--- src/rtl/ram_arbiter.sv ---
// ram_arbiter: two-master round-robin sequencer for the 64 x 32 single-port
// data RAM. One transaction at a time: IDLE -> ACCESS (grant, RAM driven)
// -> IDLE for writes, or -> RESP (read data returned) -> IDLE for reads.
module ram_arbiter #(
  parameter int AW = 6,
  parameter int DW = 32
) (
  input  logic          clk,
  input  logic          rst_n,
  input  logic          m0_req,
  input  logic          m0_we,
  input  logic [AW-1:0] m0_addr,
  input  logic [DW-1:0] m0_wdata,
  input  logic          m1_req,
  input  logic          m1_we,
  input  logic [AW-1:0] m1_addr,
  input  logic [DW-1:0] m1_wdata,
  output logic          m0_gnt,
  output logic          m1_gnt,
  output logic          m0_rvalid,
  output logic          m1_rvalid,
  output logic [DW-1:0] m0_rdata,
  output logic [DW-1:0] m1_rdata,
  output logic          ram_wea,
  output logic [AW-1:0] ram_addr,
  output logic [DW-1:0] ram_dina,
  input  logic [DW-1:0] ram_douta
);

  typedef enum logic [1:0] {
    IDLE   = 2'd0,
    ACCESS = 2'd1,
    RESP   = 2'd2
  } state_t;

  state_t state;
  state_t state_next;

  logic last;    // most recent grantee (0 = m0, 1 = m1)
  logic owner;   // master owning the transaction in flight
  logic we_reg;  // registered write flag of the transaction in flight
  logic any_req;
  logic win;

  assign any_req = m0_req | m1_req;
  // On a tie the master that was not granted last wins; a lone requester wins.
  assign win = (m0_req & m1_req) ? ~last : m1_req;

  // State register; reset drops ACCESS/RESP at once so no write or rvalid leaks.
  always_ff @(posedge clk or negedge rst_n) begin
    if (!rst_n) begin
      state <= IDLE;
    end else begin
      state <= state_next;
    end
  end

  // Capture the winner's request and update the round-robin pointer on grant.
  always_ff @(posedge clk or negedge rst_n) begin
    if (!rst_n) begin
      last     <= 1'b1;
      owner    <= 1'b0;
      we_reg   <= 1'b0;
      ram_addr <= '0;
      ram_dina <= '0;
    end else if (state == IDLE && any_req) begin
      last     <= win;
      owner    <= win;
      we_reg   <= win ? m1_we : m0_we;
      ram_addr <= win ? m1_addr : m0_addr;
      ram_dina <= win ? m1_wdata : m0_wdata;
    end
  end

  // Next-state and per-state outputs (grant, write enable, read strobe/data).
  always_comb begin
    state_next = state;
    m0_gnt     = 1'b0;
    m1_gnt     = 1'b0;
    m0_rvalid  = 1'b0;
    m1_rvalid  = 1'b0;
    m0_rdata   = '0;
    m1_rdata   = '0;
    ram_wea    = 1'b0;
    case (state)
      IDLE: begin
        if (any_req) begin
          state_next = ACCESS;
        end
      end
      ACCESS: begin
        m0_gnt     = ~owner;
        m1_gnt     = owner;
        ram_wea    = we_reg;
        state_next = we_reg ? IDLE : RESP;
      end
      RESP: begin
        m0_rvalid  = ~owner;
        m1_rvalid  = owner;
        m0_rdata   = owner ? '0 : ram_douta;
        m1_rdata   = owner ? ram_douta : '0;
        state_next = IDLE;
      end
      default: begin
        state_next = IDLE;
      end
    endcase
  end

endmodule
--- config.mk ---
export PLATFORM = sky130hd
export DESIGN_NAME = ram_arbiter
export DESIGN_NICKNAME = d
export VERILOG_FILES = /design/src/rtl/ram_arbiter.sv
export SDC_FILE = /design/constraint.sdc
export NUM_CORES = 1
export LEC_CHECK = 0
export ABC_AREA = 1
export CORE_MARGIN = 2
export CORE_UTILIZATION = 34
export DETAILED_ROUTE_END_ITERATION = 10
export GPL_TIMING_DRIVEN = 1
export PLACE_DENSITY = 0.86
export SETUP_SLACK_MARGIN = 0.1
export SLEW_MARGIN = 5
export SYNTH_ARGS = -nofsm -noshare
export SYNTH_HDL_FRONTEND = slang
export SYNTH_SLANG_ARGS = --single-unit
--- constraint.sdc ---
create_clock -name clk -period 1.7 [get_ports clk]
set_clock_uncertainty 0.05 [all_clocks]
set_input_delay 0.255 -clock clk [delete_from_list [all_inputs] [get_ports clk]]
set_output_delay 0.255 -clock clk [all_outputs]
set_load 0.01 [all_outputs]
==> results by group <==
Outcome
  • Status: complete, but fails checks
  • Failing checks: setup timing

Route
  • DRT Wirelength: 11850 um
  • 1st-iter DRT viols: 112
  • Via count: 3728
  • DRT antenna net count: 0
  • Avg Vias per Cell: 4.683
  • WL/cell: 14.88 um
  • 1st-pass router iterations: 5
  • DR DRC count: 0

Global route
  • Largest net degree at the start of global routing: 40
  • First-pass GRT wire length: 15840 um
  • GRT Util Overall: 22.60%
  • Initial antenna violation count: 1
  • Vias in the first global route: 3451
  • Total gr overflow: 0

Layout
  • Share of post-route cells with drive strength above 1: 23.23%
  • Final instance area: 5649 um^2
  • Area grow syn2layout: 103.4%
  • # fillers: 560
  • Top reg by flops: ram_dina
  • Number of flip-flops in the largest register: 32
  • Top Registers: ram_dina x32, ram_addr x6, state x2
  • Final-stage net count: 806

Pwr
  • Sequential share of power: 25.5%
  • PD cells: 1297 nW/um^2
  • Internal: 0.004347 W
  • Pwr Total: 0.007330 W
  • Clk pwr share: 9.4%
  • Max VDD drop: 0.0006888 V
  • Comb power frac: 65.1%
  • Sw Share: 40.70%
  • Lkg Pwr: 3.098 nW
  • Switching power: 0.002983 W

Yosys
  • Seq/Total Area, Yosys: 38.78%
  • Synth Instances: 463
  • Simple-Gate Fraction of Synth Area: 40.95%
  • Mux share of post-synthesis cell area: 0%
  • Largest family of logic cells by synthesized area: simple AND/OR/NAND/NOR gates
  • Top cell type's share of synthesized area: 37.84%
  • Avg Synthesized Cell Area: 5.999 um^2
  • Yosys top cell by area: dfrtp_1
  • Synth area leaders: dfrtp_1, nand2_1, inv_1, nand3_1, nor2_1
  • Syn Nets: 577
  • Synth cell types: 12
  • Synth Area in Adders: 0%
  • Post-synthesis compound-gate area fraction: 0.1802%
  • Synthesized flop and latch total: 43
  • Post-synthesis xor/xnor area fraction: 0%
  • Post-Syn Area: 2778 um^2
  • Yosys warning count: 0

Timing
  • Count of pins over their slew limit: 0
  • Min Tclk post-route: 1821 ps
  • Final worst setup slack: -121.0 ps
  • Rel. slew slack: 81.84%
  • FMAX: 549.1 MHz
  • RSZ-0062 raised after global routing: yes
  • Final setup vio count: 44
  • Final Hold Fails: 0
  • Fin crit share: 107.1%
  • Worst slew pin tran: 272.4 ps

Setup path
  • CP cell instances: nor2_4 -> nand2_2 -> clkbuf_16 -> nor2_1 -> buf_2
  • Crit path max fanout: 8
  • Crit start category: flop
  • CP max-delay cell: dfrtp_1
  • CP endpoint kind: output pin
  • CP peak stage delay: 410 ps
  • WP data required: 1390 ps
  • CP Class: reg2out
  • Arr. time, crit path: 1520 ps

Clock tree
  • Max Root-Sink Buffers: 2
  • CTS buffer count: 5
  • TritonCTS clock tree: yes
  • Skew-Pair Late Insertion Delay: 280 ps
  • H-tree depth: 2
  • Sink Count: 43
  • Clk root buf: clkbuf_8
  • Clock-pin slew on the worst setup and hold paths: 70 ps

Floorplanning
  • Die Ht: 94.39 um
  • Die Wd: 94.39 um
  • Num rows: 32
  • Die area: 8909 um^2
  • Boundary pin count: 221
  • Initial Util: 35.58%
  • Core footprint: 7807 um^2

Placement
  • Placer Congestion: 0.7805
  • Area after DPL: 5195 um^2
  • Post-DP HPWL: 8155 um
  • Post-place setup slack: -87.64 ps
  • PortBufs: 220

Run
  • Max Cap Violations: 0

Worst hold path
  • Hold Crit Class: in2async
## power by group through the flow
stage               clock [W]  sequential (W)  combinational [W]
floorplan                   0         0.00205            0.00155
global placement            0         0.00184            0.00396
detailed placement          0         0.00184            0.00406
CTS                  0.000710         0.00185            0.00417
global route         0.000747         0.00193            0.00512
finish               0.000687         0.00187            0.00477
## metal layers
metal / wire length (um) / track usage (%) / part of all wire (%) / up-vias
met5: 0 / 0 / 0 / -
met4: 633 / 8.696 / 5.3 / 0
met3: 997 / 5.746 / 8.4 / 48
met2: 6395 / 46.07 / 54 / 189
met1: 3820 / 21.09 / 32 / 1698
li1: - / - / - / 1793
## worst paths after layout
| kind | from | to | slack [ps] | cells after the start |
|---|---|---|---|---|
| worst max-delay path | state[0] | m1_rdata[28] | -120 | 5 |
| min in group clk | last | last | 420 | 2 |
| worst max register to register | state[0] | ram_dina[16] | 140 | 9 |
| worst min register to register | last | last | 420 | 2 |
| max in group asynchronous | rst_n | last | 780 | 3 |
| worst min-delay path | rst_n | ram_dina[24] | 340 | 2 |
## synthesized netlist by cell type
cell type	number
nand3_1	78
nand2_1	126
nor2_4	1
dfrtp_1	42
clkbuf_1	11
inv_2	1
inv_1	117
buf_1	1
nor2_1	70
o21ai_0	1
dfstp_2	1
buf_2	14
## timing repair
action	CTS	global route
pin swaps	8	4
hold endpoints to repair	9	0
cloned	3	5
setup buffers	3	1
resized for setup	324	76
hold buffers	1	0
setup endpoints to repair	69	71
## cells by family (layout without fill, tap and decap cells)
| kind of cell | Yosys count | count (layout) |
|---|---|---|
| DFF | 43 | 43 |
| other | 0 | 1 |
| buffers and inverters | 144 | 374 |
| and+or+nand+nor | 275 | 275 |
| AOI/OAI and AO/OA | 1 | 1 |
## final cells by class
class                           count  area, um^2  area share (%)
Multi-Input combinational cell    276        1433           25.36
Sequential cell                    43        1077           19.07
Timing Repair Buffer              248        2459           43.52
Antenna cell                        1       2.502         0.04430
Inverter                          118       450.4           7.973
Clock buffer                        8       100.1           1.772
Tap cell                          102       127.6           2.259
## worst max-delay path: cells and delay by family (launching register included)
family / cells / cell delay, ps
DFF: 1 / 410
buffers and inverters: 2 / 370
and+or+nand+nor: 3 / 450
## cell usage in the layout (no fill, tap or decap), types with 2 or more instances in the layout
cell,instances
buf_16,2
nor2_4,31
buf_12,8
clkbuf_8,7
nor2_1,31
nand2_1,115
buf_4,9
nand2_4,3
inv_2,3
clkbuf_16,4
clkdlybuf4s50_1,150
nor2_2,9
dfrtp_1,42
inv_1,113
nand3_1,78
buf_2,43
nand2_2,8
buf_6,31
## per-stage QoR
step / TNS [ps] / utilization (%) / cells / hold WS (ps)
2_1_floorplan: 0 / - / 463 / -90.59
3_3_place_gp: -404.0 / 66.54 / 775 / 88.20
3_5_place_dp: -1277 / 66.54 / 775 / 91.53
4_1_cts: -79.34 / 66.92 / 790 / 332.2
5_1_grt: -6327 / 72.36 / 796 / 349.6
6_report: -1537 / 72.36 / 796 / 343.6
Note: power is estimated with default switching activity, not from simulation.
